$ cat src/rtl/wb_arb_qos.sv
// QoS arbiter for a shared Wishbone slave port: round-robin with grant hold,
// a per-grant transaction quantum and an optional fixed-priority requester.
module wb_arb_qos #(
  parameter int NREQ = 4,
  parameter int QW   = 4
) (
  input  logic            clk_i,
  input  logic            rst_n,
  input  logic [NREQ-1:0] req,
  input  logic            ack_i,
  input  logic            lack_i,
  input  logic [QW-1:0]   cfg_quantum,
  input  logic            cfg_prio_en,
  input  logic [1:0]      cfg_prio_id,
  output logic [1:0]      gnt,
  output logic            gnt_vld,
  output logic [QW-1:0]   xfer_cnt
);

  typedef enum logic {IDLE, BUSY} state_t;

  state_t        state_q, state_d;
  logic [1:0]    last_q, last_d;
  logic [1:0]    gnt_d;
  logic          gnt_vld_d;
  logic [QW-1:0] xfer_d;
  logic [3:0]    req_w, req_others;
  logic          done, quantum_hit;
  logic [QW:0]   cnt_inc;

  // Priority requester first (if enabled and in range), else first set bit after last.
  function automatic logic [1:0] win(input logic [3:0] mask, input logic [1:0] last,
                                     input logic prio_en, input logic [1:0] prio_id);
    logic [1:0] w;
    logic [1:0] idx;
    logic       found;
    w     = '0;
    found = 1'b0;
    if (prio_en && (int'(prio_id) < NREQ) && mask[prio_id]) begin
      w     = prio_id;
      found = 1'b1;
    end
    for (int i = 1; i <= NREQ; i++) begin
      idx = 2'((int'(last) + i) % NREQ);
      if (!found && mask[idx]) begin
        w     = idx;
        found = 1'b1;
      end
    end
    return w;
  endfunction

  always_comb begin
    req_w            = '0;
    req_w[NREQ-1:0]  = req;
  end

  assign req_others  = req_w & ~(4'b0001 << gnt);
  assign done        = ack_i & lack_i;
  assign cnt_inc     = {1'b0, xfer_cnt} + (QW+1)'(1);
  assign quantum_hit = (cfg_quantum != '0) && (cnt_inc >= {1'b0, cfg_quantum});

  // NOTE: every variable gets its hold value first, so no path leaves one unassigned and no latch is inferred.
  always_comb begin
    state_d   = state_q;
    gnt_d     = gnt;
    gnt_vld_d = gnt_vld;
    xfer_d    = xfer_cnt;
    last_d    = last_q;
    case (state_q)
      IDLE: begin
        if (|req_w) begin
          gnt_d     = win(req_w, last_q, cfg_prio_en, cfg_prio_id);
          gnt_vld_d = 1'b1;
          last_d    = gnt_d;
          xfer_d    = '0;
          state_d   = BUSY;
        end
      end
      BUSY: begin
        if (!req_w[gnt]) begin
          // Owner released; a completion in the same cycle is folded into the release.
          xfer_d = '0;
          if (|req_w) begin
            gnt_d  = win(req_w, last_q, cfg_prio_en, cfg_prio_id);
            last_d = gnt_d;
          end else begin
            gnt_vld_d = 1'b0;
            state_d   = IDLE;
          end
        end else if (done) begin
          if (quantum_hit) begin
            xfer_d = '0;
            if (|req_others) begin
              gnt_d  = win(req_others, last_q, cfg_prio_en, cfg_prio_id);
              last_d = gnt_d;
            end
          end else begin
            xfer_d = cnt_inc[QW] ? '1 : cnt_inc[QW-1:0];
          end
        end
      end
      default: state_d = IDLE;
    endcase
  end

  // NOTE: sequential state uses non-blocking assignments so all registers update together at the edge.
  always_ff @(posedge clk_i or negedge rst_n) begin
    if (!rst_n) begin
      state_q  <= IDLE;
      last_q   <= 2'(NREQ-1);
      gnt      <= '0;
      gnt_vld  <= 1'b0;
      xfer_cnt <= '0;
    end else begin
      state_q  <= state_d;
      last_q   <= last_d;
      gnt      <= gnt_d;
      gnt_vld  <= gnt_vld_d;
      xfer_cnt <= xfer_d;
    end
  end

endmodule
$ cat config.mk
export PLATFORM = sky130hd
export DESIGN_NAME = wb_arb_qos
export DESIGN_NICKNAME = d
export VERILOG_FILES = /design/src/rtl/wb_arb_qos.sv
export SDC_FILE = /design/constraint.sdc
export NUM_CORES = 1
export LEC_CHECK = 0
export ABC_CLOCK_PERIOD_IN_PS = 3200
export CORE_ASPECT_RATIO = 1.4
export CORE_MARGIN = 2
export CORE_UTILIZATION = 52
export CTS_CLUSTER_DIAMETER = 40
export CTS_CLUSTER_SIZE = 16
export DETAILED_ROUTE_END_ITERATION = 8
export GPL_TIMING_DRIVEN = 0
export PLACE_DENSITY_LB_ADDON = 0.2
export SLEW_MARGIN = 30
export SYNTH_ARGS = -nofsm -noshare
export SYNTH_HDL_FRONTEND = slang
export SYNTH_SLANG_ARGS = --single-unit
$ cat constraint.sdc
create_clock -name clk_i -period 3.2 [get_ports clk_i]
set_clock_uncertainty 0.2 [all_clocks]
set_input_delay 0.64 -clock clk_i [delete_from_list [all_inputs] [get_ports clk_i]]
set_output_delay 0.64 -clock clk_i [all_outputs]
set_load 0.005 [all_outputs]
==> results.txt <==
----------------------------------------------------
[Logic synthesis]
  Part of the Yosys area used for sequential elements ... 0.2117
  Syn nets ... 171
  Netlist area before placement ... 1194 um^2
  Gate Count Post-Synth ... 151
  Top cells by count, synth ... 12 x a21oi_1, 12 x inv_1, 12 x nand2_1
  Seq cells post-synth ... 10
  Leading area contributor after synthesis ... dfrtp_1
  Fraction of registers with async set or reset after synthesis ... 1.000
  Post-synth top flop ... dfrtp_1
  Number of synthesized flops with an enable pin ... 0
  Synth warn ... 0
  Fraction of post-synthesis cell area in the top cell type by area ... 0.1677
  Biggest area contributors in the synthesized netlist ... dfrtp_1 17%, ha_1 5.2%, a21oi_1 5.0%, dfstp_2 4.4%, inv_1 3.8%
  Number of distinct library cells after synthesis ... 52
  Avg Synthesized Cell Area ... 7.905 um^2

[Placement]
  Final RePlAce weighted congestion ... 0.9116
  IO buf count ... 20
  Half-perimeter wire length after placement ... 2542 um

[Floorplan]
  DIE WIDTH ... 44.49 um
  Die height ... 60.69 um
  Placeable core region ... 2177 um^2
  Die Outline Area ... 2700 um^2
  Row cnt ... 20
  Num ports ... 22
  Initial core utilization ... 0.5483

[Power and ir drop]
  Sw Ratio ... 0.4618
  Portion of total power attributed to sequential cells ... 0.207
  P_int ... 0.6180 mW
  Net switching power of the design ... 0.5303 mW
  Leak Pwr ... 0.5881 nW
  Clock share of power ... 0.071
  Portion of total power attributed to combinational logic ... 0.722
  Highest ir drop seen on vdd ... 0.4636 mV
  Power per cell area ... 795.2 nW/um^2

[Clock tree]
  Clock transition at the registers of the reported paths ... 0.06 ns
  Largest buffer count on any clock path ... 2
  Sinks on the clock net ... 10
  CTS root buf ... clkbuf_4
  Total CTS buffers ... 3
  Post-cts repair resize count ... 0
  Clock tree from TritonCTS ... built
  Clk Latency, worst-skew pair ... 0.26 ns
  Post-CTS repair timing setup buffer count ... 0
  H-tree lvl count ... 1
  Number of hold buffers added after CTS ... 0

[Finish]
  Share of layout cells above drive strength 1 ... 0.1149
  Number of inserted filler cells in the final layout ... 198
  Area of combinational cells with multiple inputs ... 845.8 um^2
  Post-layout util ... 0.6632
  Area used by sequential logic in the layout ... 252.7 um^2
  Nets ... 196
  Area growth syn-to-layout ... 20.96%
  Ant. Diodes ... 0

[Detailed routing]
  First-pass iteration count of the detailed router ... 4
  Top Metal Used ... met4
  Iteration-0 DRC Markers ... 40
  Remaining number of nets flagged by the antenna check after routing ... 0
  Met2 WL post-DR ... 1772 um
  Drt wl/cell ... 15.82 um
  Met3 routed WL ... 112 um
  Post-route DRC violation count ... 0
  Wl on met1 ... 1121 um
  Number of vias in the routed layout ... 1273
  Via density per instance ... 6.495
  Final WL ... 3101 um

[Critical path]
  Data required time at the worst endpoint ... 3.13 ns
  Worst r2r path cells ... 9
  Category of the critical setup timing path ... in2reg
  Arrival time at the worst endpoint ... 2.83 ns
  Maximum fanout along the worst path ... 10
  Kind of capture point of the worst setup path ... flip-flop
  Kind of start point of the critical path ... primary input
  Reg-to-reg critical path endpoint ... gnt[0]
  Slack of the worst reg-to-reg path ... 0.59 ns
  Origin of the critical flop-to-flop path ... xfer_cnt[0]

[STA]
  Final setup violating endpoints ... 0
  Max Clk Rate ... 345.3 MHz
  Relative max-transition margin ... 0.6536
  Hold Vio Cnt, Final ... 0
  Unrepaired setup endpoints after global routing ... no
  Final critical-path required period ... 2.896 ns
  Post-Route Setup TNS ... 0 ns
  Number of pins with negative max-slew slack in the final report ... 0
  Transition time at the pin with the least slew margin ... 0.5152 ns
  Fin crit share ... 0.9049

[Outcome]
  Status ... finished clean

[Run]
  Max-capacitance violation count ... 0

[Hold path]
  Launch instance of the worst min-delay path ... gnt_vld
  Class of the most critical hold timing path ... reg2reg
  Hold endpoint ... gnt_vld
  Worst Hold Path Cells ... 1

[GRT]
  Wire length of the first global-routing pass ... 5161 um
  Global Route Usage Sum ... 0.2564
  Overall overflow remaining after global route ... 0
  Via count of the first global-routing pass ... 1257
  Largest net degree at the start of global routing ... 11
  Initial antenna violation count ... 0

----------------------------------------------------
## state kept, by name, indices dropped and copies added (netlist names)
| register | flops |
|---|---|
| gnt_vld | 1 |
| gnt | 2 |
| xfer_cnt | 4 |
| state_q | 1 |
| last_q | 2 |
## stage by stage
stage | instances | setup WS, ns | power (mW) | hold slack, ns | instance area [um^2]
floorplan | 151 | 0.8425 | 0.8296 | 0.1444 | 1194
global placement | 193 | 0.09963 | 1.032 | 0.3161 | 1421
detailed placement | 193 | 0.04941 | 1.062 | 0.3704 | 1421
CTS | 196 | 0.3357 | 1.150 | 0.3828 | 1444
global route | 196 | 0.04771 | 1.257 | 0.4080 | 1444
finish | 196 | 0.3043 | 1.148 | 0.3751 | 1444
## cells by family after synthesis
| family | synth area share |
|---|---|
| flip-flops | 0.2117 |
| AND/OR/NAND/NOR | 0.2663 |
| XOR/XNOR | 0.02936 |
| AO/OA/AOI/OAI | 0.2621 |
| adder cells (fa/ha/maj) | 0.06918 |
| buffers and inverters | 0.07966 |
| multiplexers | 0.08176 |
## how the worst max path moves through the flow
stage | start | end | slack (ns) | cells past startpoint
final | req[3] | gnt[1] | 0.30 | 8
after global routing | req[3] | gnt[0] | 0.05 | 8
after CTS | req[3] | gnt[0] | 0.34 | 8
after detailed placement | req[3] | last_q[0] | 0.05 | 8
after global placement | req[3] | gnt[0] | 0.1 | 8
after floorplan | xfer_cnt[0] | gnt[0] | 0.84 | 9
## cells in the final DEF, fill, tap and decap left out, drive strengths merged, types with 5 or more instances in the layout
cell type / Yosys / routed
inv: 12 / 12
nand2: 12 / 12
nor2: 11 / 11
clkbuf: 6 / 9
ha: 5 / 5
dfrtp: 8 / 8
clkdlybuf4s50: 0 / 20
a21oi: 12 / 12
## routing by layer
layer,track usage,vias up
met5,0,-
met3,0.03571,11
met1,0.2491,606
li1,-,608
met4,0.1039,0
met2,0.5176,48
## cell type report
| class | count | area share |
|---|---|---|
| inverter | 12 | 0.03120 |
| multi-input combinational | 120 | 0.5858 |
| tap | 22 | 0.01906 |
| clock buffer | 3 | 0.01560 |
| timing repair buffer | 20 | 0.1386 |
| sequential | 10 | 0.1750 |
| buffer | 9 | 0.03466 |
## worst max-delay path, stage by stage
cell and delay [ns]:
clkdlybuf4s50_1 0.49, clkbuf_1 0.35, mux2i_1 0.21, o22ai_1 0.39
o31ai_1 0.23, nor4b_1 0.19, a31oi_1 0.21, o211ai_1 0.12
## power groups by stage
stage               sequential, mW  clock (mW)  combinational, mW
floorplan                    0.227           0              0.603
global placement             0.235           0              0.798
detailed placement           0.237           0              0.825
CTS                          0.237      0.0860              0.827
global route                 0.245      0.0931              0.919
finish                       0.238      0.0814              0.829
Note: power is estimated with default switching activity, not from simulation.
